[config.mk]
export PLATFORM = sky130hd
export DESIGN_NAME = wash_program_sequencer
export DESIGN_NICKNAME = d
export VERILOG_FILES = /design/src/rtl/wash_program_sequencer.sv
export SDC_FILE = /design/constraint.sdc
export NUM_CORES = 1
export LEC_CHECK = 0
export CORE_ASPECT_RATIO = 1.4
export CORE_MARGIN = 5
export CORE_UTILIZATION = 26
export DETAILED_ROUTE_END_ITERATION = 7
export PLACE_DENSITY = 0.44
export SYNTH_ARGS = -nofsm -noshare
export SYNTH_HDL_FRONTEND = slang
export SYNTH_SLANG_ARGS = --single-unit
[constraint.sdc]
create_clock -name clk -period 3.26 [get_ports clk]
set_input_delay 0.652 -clock clk [delete_from_list [all_inputs] [get_ports clk]]
set_output_delay 0.652 -clock clk [all_outputs]
set_load 0.03 [all_outputs]
[src/rtl/wash_program_sequencer.sv]
// Program controller for the washing FSM: latches the program, times wash/rinse/spin,
// issues timeout pulses and watches the fill/drain valves for stuck-on faults.
module wash_program_sequencer #(
    parameter int QUICK_TICKS  = 8,
    parameter int NORMAL_TICKS = 16,
    parameter int HEAVY_TICKS  = 32,
    parameter int RINSE_TICKS  = 10,
    parameter int SPIN_TICKS   = 12,
    parameter int FILL_LIMIT   = 64,
    parameter int DRAIN_LIMIT  = 64,
    parameter int CNT_W        = 8
) (
    input  logic             clk,
    input  logic             reset,
    input  logic             go,
    input  logic [1:0]       prog,
    input  logic             abort,
    input  logic             motor_on,
    input  logic             fill_valve_on,
    input  logic             drain_valve_on,
    input  logic             drained,
    input  logic             done,
    output logic             start,
    output logic             cycle_timeout,
    output logic             spin_timeout,
    output logic             busy,
    output logic             fault,
    output logic             complete,
    output logic [2:0]       phase,
    output logic [CNT_W-1:0] remaining
);

    typedef enum logic [2:0] {
        IDLE  = 3'd0,
        ARM   = 3'd1,
        WASH  = 3'd2,
        RINSE = 3'd3,
        SPIN  = 3'd4,
        FAULT = 3'd5
    } phase_e;

    localparam logic [CNT_W-1:0] ONE        = CNT_W'(1);
    localparam logic [CNT_W-1:0] QUICK_LEN  = CNT_W'(QUICK_TICKS);
    localparam logic [CNT_W-1:0] NORMAL_LEN = CNT_W'(NORMAL_TICKS);
    localparam logic [CNT_W-1:0] HEAVY_LEN  = CNT_W'(HEAVY_TICKS);
    localparam logic [CNT_W-1:0] RINSE_LEN  = CNT_W'(RINSE_TICKS);
    localparam logic [CNT_W-1:0] SPIN_LEN   = CNT_W'(SPIN_TICKS);
    localparam logic [CNT_W-1:0] FILL_LIM   = CNT_W'(FILL_LIMIT);
    localparam logic [CNT_W-1:0] DRAIN_LIM  = CNT_W'(DRAIN_LIMIT);

    phase_e           state;
    logic [CNT_W-1:0] dur, tmr, fill_cnt, drain_cnt;
    logic             spin_flag;

    logic [CNT_W-1:0] fill_nxt, drain_nxt, tmr_inc;
    logic             wd_trip;

    // The drain valve is legitimately held through spin, so its watchdog stops once drained.
    assign fill_nxt  = fill_valve_on ? fill_cnt + ONE : '0;
    assign drain_nxt = (drain_valve_on && !spin_flag) ? drain_cnt + ONE : '0;
    assign wd_trip   = (fill_nxt == FILL_LIM) || (drain_nxt == DRAIN_LIM);
    assign tmr_inc   = tmr + ONE;
    assign phase     = state;

    always_ff @(posedge clk or posedge reset) begin
        if (reset) begin
            state         <= IDLE;
            dur           <= '0;
            tmr           <= '0;
            fill_cnt      <= '0;
            drain_cnt     <= '0;
            spin_flag     <= 1'b0;
            start         <= 1'b0;
            cycle_timeout <= 1'b0;
            spin_timeout  <= 1'b0;
            busy          <= 1'b0;
            fault         <= 1'b0;
            complete      <= 1'b0;
            remaining     <= '0;
        end else begin
            cycle_timeout <= 1'b0;
            spin_timeout  <= 1'b0;
            complete      <= 1'b0;
            fill_cnt      <= fill_nxt;
            drain_cnt     <= drain_nxt;
            if (abort) begin
                state     <= IDLE;
                tmr       <= '0;
                spin_flag <= 1'b0;
                fill_cnt  <= '0;
                drain_cnt <= '0;
                start     <= 1'b0;
                busy      <= 1'b0;
                fault     <= 1'b0;
                remaining <= '0;
            end else begin
                case (state)
                    IDLE: begin
                        fill_cnt  <= '0;
                        drain_cnt <= '0;
                        if (go && prog != 2'b11) begin
                            case (prog)
                                2'b00:   dur <= QUICK_LEN;
                                2'b01:   dur <= NORMAL_LEN;
                                default: dur <= HEAVY_LEN;
                            endcase
                            state <= ARM;
                            start <= 1'b1;
                            busy  <= 1'b1;
                        end
                    end
                    FAULT: begin
                        fill_cnt  <= '0;
                        drain_cnt <= '0;
                    end
                    default: begin
                        // A watchdog trip overrides any timer expiry or done in the same cycle.
                        if (wd_trip) begin
                            state     <= FAULT;
                            fault     <= 1'b1;
                            busy      <= 1'b0;
                            start     <= 1'b0;
                            tmr       <= '0;
                            spin_flag <= 1'b0;
                            fill_cnt  <= '0;
                            drain_cnt <= '0;
                            remaining <= '0;
                        end else begin
                            case (state)
                                ARM: begin
                                    if (fill_valve_on) begin
                                        start     <= 1'b0;
                                        tmr       <= '0;
                                        state     <= WASH;
                                        remaining <= dur;
                                    end
                                end
                                WASH: begin
                                    if (motor_on) begin
                                        if (tmr_inc == dur) begin
                                            cycle_timeout <= 1'b1;
                                            tmr           <= '0;
                                            state         <= RINSE;
                                            remaining     <= RINSE_LEN;
                                        end else begin
                                            tmr       <= tmr_inc;
                                            remaining <= dur - tmr_inc;
                                        end
                                    end
                                end
                                RINSE: begin
                                    if (motor_on) begin
                                        if (tmr_inc == RINSE_LEN) begin
                                            cycle_timeout <= 1'b1;
                                            tmr           <= '0;
                                            spin_flag     <= 1'b0;
                                            state         <= SPIN;
                                            remaining     <= '0;
                                        end else begin
                                            tmr       <= tmr_inc;
                                            remaining <= RINSE_LEN - tmr_inc;
                                        end
                                    end
                                end
                                SPIN: begin
                                    if (!spin_flag) begin
                                        if (drained) begin
                                            spin_flag <= 1'b1;
                                            tmr       <= '0;
                                            remaining <= SPIN_LEN;
                                        end
                                    end else if (tmr != SPIN_LEN) begin
                                        tmr          <= tmr_inc;
                                        remaining    <= SPIN_LEN - tmr_inc;
                                        spin_timeout <= (tmr_inc == SPIN_LEN);
                                    end else if (done) begin
                                        complete  <= 1'b1;
                                        state     <= IDLE;
                                        busy      <= 1'b0;
                                        spin_flag <= 1'b0;
                                        tmr       <= '0;
                                        remaining <= '0;
                                    end
                                end
                                default: ;
                            endcase
                        end
                    end
                endcase
            end
        end
    end

endmodule

==> results of run 1 <==
cell type report:
cell class	instances	share of cell area [%]
multi-input combinational	311	52.2
inverter	14	1.35
clock buffer	6	3.58
timing repair buffer	38	9.41
clock inverter	2	0.258
tap	150	4.83
sequential	44	28.4
routing by layer:
layer  wire length (um)  share of wire [%]
met1               3910                 41
met2               4990                 52
met3                285                3.0
met4                395                4.1
met5                  0                  0
how the worst max path moves through the flow:
stage                              from            to  slack, ps  cells after the start
after floorplan            remaining[0]        tmr[3]        650                     11
after global placement    fill_valve_on  remaining[1]        150                      7
after detailed placement  fill_valve_on  remaining[1]        160                      7
after CTS                        tmr[1]      phase[1]        240                      9
after global routing             tmr[1]      phase[1]         30                      9
final                            tmr[1]  remaining[7]        240                     10
tightest hold or removal path: cells and delay by family, from the launching register on:
family,cells,cell delay [ps]
flip-flops,1,350
AND/OR/NAND/NOR,2,100
power by group:
part | switching [mW] | internal [mW]
sequential | 0.142 | 0.609
clock | 0.228 | 0.303
combinational | 0.506 | 0.341
total | 0.876 | 1.25
layout by cell type (no fill, tap or decap), drive strengths merged, types with 7 or more instances in the layout:
cell	instances
xnor2	18
xor2	10
buf	11
nand4	9
clkdlybuf4s50	27
nand3	13
ha	7
dfrtp	44
a31oi	12
nand2b	10
inv	14
nand2	35
a21oi	18
nor2	41
o21ai	32
nor3	15
state kept, by name, summed over array words and instances (netlist names):
name / flops
start: 1
remaining: 8
fault: 1
cycle_timeout: 1
phase: 3
tmr: 7
drain_cnt: 8
fill_cnt: 8
spin_flag: 1
complete: 1
dur: 3
busy: 1
spin_timeout: 1
cell families (layout without fill, tap and decap cells):
group / count (synthesis) / count (layout) / share of synthesized area (%)
mux: 5 / 5 / 1.55
buf+inv: 39 / 60 / 5.30
flops: 44 / 44 / 33.3
compound gates: 115 / 115 / 23.7
xor+xnor: 29 / 29 / 9.13
simple gates: 153 / 153 / 23.7
fa+ha+maj: 9 / 9 / 3.26
==> implementation parameters, run 1 <==
Parameter                              Value

Finish
  Share of layout cells above drive strength 1 ... 7.95%
  Utilization after layout ... 31.2%
  Final standard cell count with taps included and fillers excluded ... about 570
  FF+latch area ... about 0.0011 mm2
  Area Overhead vs Synth ... 17.5%
  Total inserted antenna cells ... 0
  Post-route cell area ... approximately 0.0039 mm2
  Count of fill cells added during filler insertion ... 1330
  Final-stage net count ... between 400 and 500
  Multi-input gate area in the final layout ... 0.00203 mm2

Yosys
  Synthesized net count ... 412
  Most numerous cell types in the synthesized netlist ... dfrtp_1 (44), nor2_1 (40), nand2_1 (35)
  Number of enable-type register cells in the synthesized netlist ... 0
  Most repeated cell in the gate-level netlist after synthesis ... dfrtp_1
  Number of instances in the synthesized netlist ... 394
  Yosys synthesis warning count ... 0
  Predominant post-synthesis flop cell ... dfrtp_1
  Sequential element share of the synthesized area ... 33.3%
  Fraction of registers with async set or reset after synthesis ... 100%
  Average cell area after synthesis ... 8.39 um2
  Synth top area share ... 33.3%
  Dominant cells by area after synthesis ... dfrtp_1 (33%), nor2_1 (4.5%), xnor2_1 (4.2%)
  Yosys reg bits ... between 40 and 50
  Unique cell type count in the Yosys netlist ... 72
  Cell area after technology mapping ... 0.00330 mm2
  Post-synthesis cell type with the largest combined area ... dfrtp_1

Clock tree
  Count of hold-fix buffers inserted at cts ... 0
  Bufs on Longest Clock Path ... 2
  Number of resized instances in the post-cts repair step ... 0
  Inserted Clock Buffers ... 5
  Number of clock sinks ... 44
  Number of setup buffers added after CTS ... 0
  Clock root buffer ... clkbuf_16
  Clock latency at the later pin of the worst-skew pair ... roughly 290 ps
  Count of H-tree levels built during CTS ... 2
  Clock tree from TritonCTS ... built
  Post-CTS clock slew at the launch and capture registers of the worst setup and hold paths ... 70 ps

Flow run
  Max-cap check violation count ... 0

Setup path
  Sequence of cells on the critical path ... buf_4 > inv_1 > ha_1 > nand2b_1 > nor2_1 > a221oi_1 > o21ai_1 > maj3_1 > a221oi_1 > a22o_1
  Worst path required time ... ~3500 ps
  Startpoint of the most critical register-to-register path ... tmr[1]
  Startpoint class of the critical path ... register
  CP bufs+invs ... 2
  Most prevalent standard cell on the critical path ... a221oi_1
  Worst R2R Setup Slack ... 240 ps
  CP delay by family, top ... compound AO/OA/AOI/OAI gates
  Endpoint of the worst-slack reg-to-reg timing path ... remaining[7]
  Worst path arrival time ... 3250 ps
  Crit path largest cell delay ... 530 ps
  Maximum fanout count along the critical path ... 7
  Crit path max-delay cell type ... a221oi_1
  Endpoint type of the worst setup path ... register
  Critical path class ... reg -> reg
  Number of cells on the worst reg-to-reg path ... 10

Routing
  Post-DR wirelength/cell ... 17.0 um
  Post-Route WL ... 9.58 mm
  ANT nets after route ... 0
  Total vias in the final route ... between 2000 and 3000
  DRT Pass-1 Iters ... 4
  DRC viols ... 0
  Drt first-iter violations ... 189
  Routed vias/inst ... 5.26

Global routing
  Met3 Usage GRT ... 2.11%
  Global routing met1 resource utilization ... 14.9%
  Pin count of the biggest net entering global routing ... 26
  GRT Max-Usage Layer ... met2
  Initial antenna violation count ... 0
  Met2 capacity usage during global routing ... 23.7%
  Via count of the first global-routing pass ... 2964
  Total congestion overflow after global routing ... 0
  Global-route wire length before repair ... 15.8 mm
  Global-route usage over all layers ... 13.2%

Timing
  Slew at the pin closest to its max-slew limit ... 706 ps
  Period utilization ... 92.5%
  Total Negative Setup Slacks ... 0 ps
  Max_slew headroom ... 52.3%
  Final Worst Setup Slack ... 244 ps
  Worst hold margin ... 485 ps
  Final hold violations ... 0
  Setup repair after global routing missed its margin ... false
  Max Transition Viols Final ... 0
  Highest attainable clock frequency ... 332 MHz
  Final setup violation count ... 0
  Largest clock skew in the final design ... 10.7 ps
  Min cycle time layout ... 3020 ps

Pwr
  Total power per unit cell area ... approximately 550 mW/mm2
  PnR Total Power ... 2.13 mW
  Standby leakage power ... 1.52 nW
  Max rail drop VDD ... between 0.15 and 0.2 mV

Min path
  Classification of the worst-slack hold path ... reg -> reg
  Hold Path Cell Cnt ... 2
  Hold worst-path end ... remaining[1]
  Min-Delay Startpoint ... remaining[1]

Floorplanning
  Floorplan die width ... 105 um
  Starting Density ... 26.6%
  Number of top-level pins ... 28
  Overall die height ... about 140 um
  Area of the core ... 0.0124 mm2
  Area of the die ... 0.0151 mm2
  Num rows ... 48

Placed design
  Dpl ws ... roughly 160 ps
  Placed instance area ... 0.00373 mm2
  Count of buffers from port buffering ... 27
  Placer congestion estimate ... a little under 0.9
  Placed wire-length estimate after detailed placement ... between 7 and 8 mm
  Total placed cells including tap cells ... 557

Run status
  Status ... finished, final reports clean
Note: power is estimated with default switching activity, not from simulation.
==> run 2, diff against run 1 <==
- CORE_UTILIZATION: 26 -> 54
- PLACE_DENSITY: 0.44 -> default
- PLACE_DENSITY_LB_ADDON: default -> 0.3
==> run 2 against run 1 <==
Effect of this change: critical path depth is 2 lower; flip-flop and latch count did not move; die area shrank 48%; sequential share of layout area rose by 1.0 points; clock skew is 1.2 ps higher; fmax decreased by 0.40%; sequential power down 2%; clock power decreased by 15%; largest cell class unchanged.
==> implementation parameters, run 2 (synthesis gave the netlist of run 1 again) <==
Parameter                              Value

Finish
  Registers with the highest flip-flop counts ... drain_cnt: 8 flops, fill_cnt: 8 flops, remaining: 8 flops
  Most frequent standard cell in the layout excluding fill and tap cells ... dfrtp_1
  Share of layout cells above drive strength 1 ... 8.17%
  Total inserted antenna cells ... 0
  Final-stage net count ... 433
  Area Overhead vs Synth ... 13.5%
  Post-route cell area ... 0.00375 mm2
  Commonest non-fill, non-tap cells in the layout ... dfrtp_1 (44), nor2_1 (40), nand2_1 (35)

Setup path
  Crit path max-delay cell type ... o31ai_1
  CP delay by family, top ... compound AO/OA/AOI/OAI gates
  Critical path class ... reg -> reg
  Startpoint class of the critical path ... register
  Worst path required time ... between 3000 and 4000 ps
  CP bufs+invs ... 0
  Sequence of cells on the critical path ... ha_1 > nand3_2 > o31ai_1 > a21oi_1 > a211oi_1 > nor3_1 > o21ai_1 > o31ai_2
  Crit path largest cell delay ... around 600 ps
  Maximum fanout count along the critical path ... 12
  Endpoint type of the worst setup path ... register
  Worst path arrival time ... between 3000 and 4000 ps

Routing
  Post-DR wirelength/cell ... 17.1 um
  Post-Route WL ... approximately 8.3 mm
  DRT Pass-1 Iters ... 5
  ANT nets after route ... 0
  Drt first-iter violations ... approximately 150
  Total vias in the final route ... between 3000 and 4000
  Routed vias/inst ... 6.35
  DRC viols ... 0

Clock tree
  Clock root buffer ... clkbuf_8
  Post-CTS clock slew at the launch and capture registers of the worst setup and hold paths ... 90 ps
  Clock latency at the later pin of the worst-skew pair ... 310 ps
  Number of resized instances in the post-cts repair step ... 0
  Inserted Clock Buffers ... 5
  Number of setup buffers added after CTS ... 0
  Number of clock sinks ... 44
  Bufs on Longest Clock Path ... 2
  Count of hold-fix buffers inserted at cts ... 0
  Count of H-tree levels built during CTS ... 2
  Clock tree from TritonCTS ... built

Timing
  Final setup violation count ... 0
  Total Negative Setup Slacks ... 0 ps
  Period utilization ... 92.9%
  Final Worst Setup Slack ... 232 ps
  Setup repair after global routing missed its margin ... false
  Max Transition Viols Final ... 0
  Slew at the pin closest to its max-slew limit ... between 900 and 1000 ps
  Max_slew headroom ... 38.9%
  Highest attainable clock frequency ... 330 MHz
  Final hold violations ... 0
  Largest clock skew in the final design ... 11.9 ps
  Min cycle time layout ... 3030 ps

Placed design
  Dpl ws ... 287 ps
  Placed instance area ... 0.00363 mm2
  Count of buffers from port buffering ... 27
  Placer congestion estimate ... 0.930
  Placed wire-length estimate after detailed placement ... 6.28 mm

Pwr
  PnR Total Power ... 2.01 mW
  Total power per unit cell area ... 537 mW/mm2
  Standby leakage power ... 1.51 nW
  Max rail drop VDD ... 0.342 mV

Floorplanning
  Area of the core ... 0.00590 mm2
  Overall die height ... about 100 um
  Starting Density ... 56.0%
  Floorplan die width ... 76.1 um
  Num rows ... 33
  Number of top-level pins ... 28
  Area of the die ... 0.00781 mm2

Flow run
  Max-cap check violation count ... 0

Global routing
  Global-route wire length before repair ... around 14 mm
  Total congestion overflow after global routing ... 0
  Global-route usage over all layers ... 21.8%
  Pin count of the biggest net entering global routing ... 45
  GRT Max-Usage Layer ... met2
  Via count of the first global-routing pass ... 2894
  Met3 Usage GRT ... ~3.2%
  Global routing met1 resource utilization ... 25.9%
  Met2 capacity usage during global routing ... 38.1%
  Initial antenna violation count ... 0

Min path
  Classification of the worst-slack hold path ... reg -> reg

Run status
  Status ... finished, final reports clean
==> run 2: cell types whose count changed in the layout (fill, tap and decap cells not counted), sizes merged <==
| cell | delta |
|---|---|
| buf | +1 |
| bufinv | +1 |
| clkinv | -1 |
==> run 2: cell type report <==
class	instances	area, um2
fillers	513	2150
multi-input cells	311	2030
flip-flops and latches	44	1100
repair buffers	39	360
well taps	70	87.6
clock buffers	6	82.6
inverters	14	52.6
clock inverters	2	38.8
==> run 2: worst register-to-register path, cell delays in order, from the launching register on <==
cell      delay (ps)
dfrtp_1          550
ha_1             440
nand3_2          250
o31ai_1          600
a21oi_1          340
a211oi_1         410
nor3_1            90
o21ai_1          160
o31ai_2           90
==> run 2: per-layer routing <==
| layer | wire length, um | part of all wire, % | up-vias |
|---|---|---|---|
| met5 | 0 | 0 | - |
| met4 | 369 | 4.4 | 0 |
| met3 | 460 | 5.5 | 32 |
| met2 | 4230 | 51 | 117 |
| met1 | 3250 | 39 | 1455 |
| li1 | - | - | 1480 |
==> run 2: path summary, 6_finish.rpt <==
path	from	end	slack, ps	cells past startpoint
setup reg to reg	tmr[1]	tmr[3]	230	8
setup / recovery	tmr[1]	tmr[3]	230	8
hold / removal	remaining[1]	remaining[1]	500	2
max in group asynchronous	reset	tmr[1]	1810	2
min in group asynchronous	reset	fill_cnt[2]	860	2
hold reg to reg	remaining[1]	remaining[1]	500	2
==> run 2: where the power goes <==
group	switching, mW	internal [mW]
clock	0.200	0.251
combinational	0.500	0.330
sequential	0.125	0.608
==> run 2: per-stage QoR <==
| step | instances | utilization [%] | hold WS, ps |
|---|---|---|---|
| final | 486 | 63.5 | 502 |
| after global routing | 486 | 63.5 | 531 |
| after CTS | 486 | 63.5 | 511 |
| after detailed placement | 478 | 61.5 | 489 |
| after global placement | 478 | 61.5 | 464 |
| after floorplan | 394 | - | 497 |
==> run 3, diff against run 2 <==
- CORE_UTILIZATION: 54 -> 53
- clock period: 3.26 -> 2.5 ns (I/O delays scaled with it)
==> run 3 against run 2 <==
Effect of this change: routed wire length up 38%; global-route usage increased by 6.1 points; sequential share of layout area down 5.9 points; register-to-register slack got worse by 420 ps; flip-flop and latch count did not move; the run now ends with setup timing left; first-iteration DRC count grew 110%; sequential power is 27% higher.
==> implementation parameters, run 3 (synthesis gave the netlist of run 1 again) <==
Parameter                              Value

Setup path
  Maximum fanout count along the critical path ... 6
  Crit path max-delay cell type ... or4_4
  Worst path required time ... ~2700 ps
  Sequence of cells on the critical path ... buf_6 > inv_1 > ha_1 > and3_4 > and2_4 > a31oi_4 > o31ai_2 > or4_4 > a31oi_4 > a31oi_1 > a31oi_1
  Crit path largest cell delay ... 600 ps
  Critical path class ... reg -> reg
  Worst path arrival time ... roughly 3000 ps
  CP delay by family, top ... simple AND/OR/NAND/NOR gates
  Startpoint class of the critical path ... register
  Endpoint type of the worst setup path ... register
  CP bufs+invs ... 2

Timing
  Slew at the pin closest to its max-slew limit ... roughly 760 ps
  Max Transition Viols Final ... 0
  Final hold violations ... 0
  Total Negative Setup Slacks ... -641 ps
  Max_slew headroom ... about half
  Largest clock skew in the final design ... 4.82 ps
  Worst hold margin ... 488 ps
  Highest attainable clock frequency ... 372 MHz
  Setup repair after global routing missed its margin ... true
  Period utilization ... 108%
  Min cycle time layout ... 2690 ps
  Final Worst Setup Slack ... -188 ps
  Final setup violation count ... 9

Min path
  Classification of the worst-slack hold path ... reg -> reg

Global routing
  Global-route usage over all layers ... 27.9%
  Initial antenna violation count ... 0
  Pin count of the biggest net entering global routing ... 24
  Global-route wire length before repair ... ~18 mm
  Total congestion overflow after global routing ... 0
  Via count of the first global-routing pass ... 3728

Placed design
  Placer congestion estimate ... 0.977
  Count of buffers from port buffering ... 27
  Placed wire-length estimate after detailed placement ... 7.64 mm

Finish
  Share of layout cells above drive strength 1 ... 32.1%
  Most frequent standard cell in the layout excluding fill and tap cells ... buf_4
  Commonest non-fill, non-tap cells in the layout ... buf_4 (76), dfrtp_1 (44), nor2_1 (39)
  Total inserted antenna cells ... 0
  Final-stage net count ... 506
  Registers with the highest flip-flop counts ... drain_cnt: 8 flops, fill_cnt: 8 flops, remaining: 8 flops
  Area Overhead vs Synth ... 41.9%

Routing
  ANT nets after route ... 0
  DRC viols ... 0
  DRT Pass-1 Iters ... 6
  Total vias in the final route ... 3763
  Drt first-iter violations ... about 320
  Post-Route WL ... 11.5 mm
  Post-DR wirelength/cell ... 20.4 um
  Routed vias/inst ... 6.71

Clock tree
  Clock root buffer ... clkbuf_8
  Clock tree from TritonCTS ... built
  Inserted Clock Buffers ... 5
  Bufs on Longest Clock Path ... 2
  Count of H-tree levels built during CTS ... 2
  Number of clock sinks ... 44
  Clock latency at the later pin of the worst-skew pair ... 310 ps
  Post-CTS clock slew at the launch and capture registers of the worst setup and hold paths ... 90 ps

Pwr
  Clock group share of total power ... 19.0%
  Share of power burned in combinational logic ... 51.4%
  Standby leakage power ... 1.94 nW
  Total power per unit cell area ... 672 mW/mm2
  Net switching power figure ... 1.32 mW
  Sequential share of power ... 29.6%
  Switching portion of total power ... a little over two fifths
  Max rail drop VDD ... 0.497 mV
  Internal power ... about 1.8 mW

Floorplanning
  Floorplan die width ... 76.7 um
  Area of the die ... 0.00794 mm2
  Num rows ... 34
  Area of the core ... 0.00613 mm2
  Overall die height ... 103 um
  Number of top-level pins ... 28
  Starting Density ... 53.9%

Flow run
  Max-cap check violation count ... 0

Run status
  Status ... complete, but fails checks
  Failing checks ... setup timing
-- run 3: per-stage QoR --
step | instance area [um2] | instances | setup slack, ps | total power [mW] | util (%)
finish | 4690 | 561 | -188 | 3.15 | 76.6
global route | 4690 | 561 | -227 | 3.30 | 76.6
CTS | 4430 | 557 | -41.8 | 2.95 | 72.3
detailed placement | 4150 | 543 | -181 | 2.28 | 67.7
global placement | 4150 | 543 | -102 | 2.25 | 67.7
floorplan | 3340 | 394 | 3.88 | 1.70 | -
-- run 3: area by class of cell --
cell class / count / area [um2]
repair buffers: 112 / 951
clock inverters: 2 / 38.8
fillers: 411 / 1440
flip-flops and latches: 44 / 1100
multi-input cells: 311 / 2370
clock buffers: 6 / 82.6
inverters: 14 / 52.6
well taps: 72 / 90.1
-- run 3: timing repair --
action | 4_1_cts | 5_1_grt
gates resized for setup | 24 | 47
buffers inserted | 6 | 5
pin swaps | 6 | 18
endpoints found under the setup margin | 13 | 35
hold buffers | 0 | 0
-- run 3: path summary, 6_finish.rpt --
| kind | from | endpoint | slack, ps | cells past startpoint |
|---|---|---|---|---|
| worst max register to register | tmr[1] | tmr[5] | -190 | 11 |
| worst max-delay path | tmr[1] | tmr[5] | -190 | 11 |
| max in group asynchronous | reset | phase[2] | 1400 | 3 |
| worst min-delay path | remaining[1] | remaining[1] | 490 | 2 |
| min in group asynchronous | reset | drain_cnt[2] | 520 | 2 |
| worst min register to register | remaining[1] | remaining[1] | 490 | 2 |
-- run 3: power groups by stage --
| stage | sequential [mW] | clock (mW) | combinational, mW |
|---|---|---|---|
| floorplan | 0.961 | 0 | 0.741 |
| global placement | 0.920 | 0 | 1.33 |
| detailed placement | 0.927 | 0 | 1.35 |
| CTS | 0.916 | 0.600 | 1.43 |
| global route | 0.941 | 0.641 | 1.71 |
| finish | 0.933 | 0.599 | 1.62 |
-- run 3: layer usage --
layer | up-vias | global-route usage, % | part of all wire [%] | routed length [um]
li1 | 1628 | - | - | -
met2 | 243 | 50.2 | 52 | 5930
met3 | 94 | 4.94 | 6.6 | 760
met4 | 0 | 20.5 | 7.8 | 893
met1 | 1798 | 29.3 | 34 | 3880
met5 | - | 0 | 0 | 0
-- run 3: worst register-to-register path, delay by kind of cell (launching register included) --
kind                       cells  cell delay, ps
and+or+nand+nor                3             930
AOI/OAI and AO/OA              5             870
DFF                            1             430
buffers and inverters          2             200
adders and majority gates      1             170
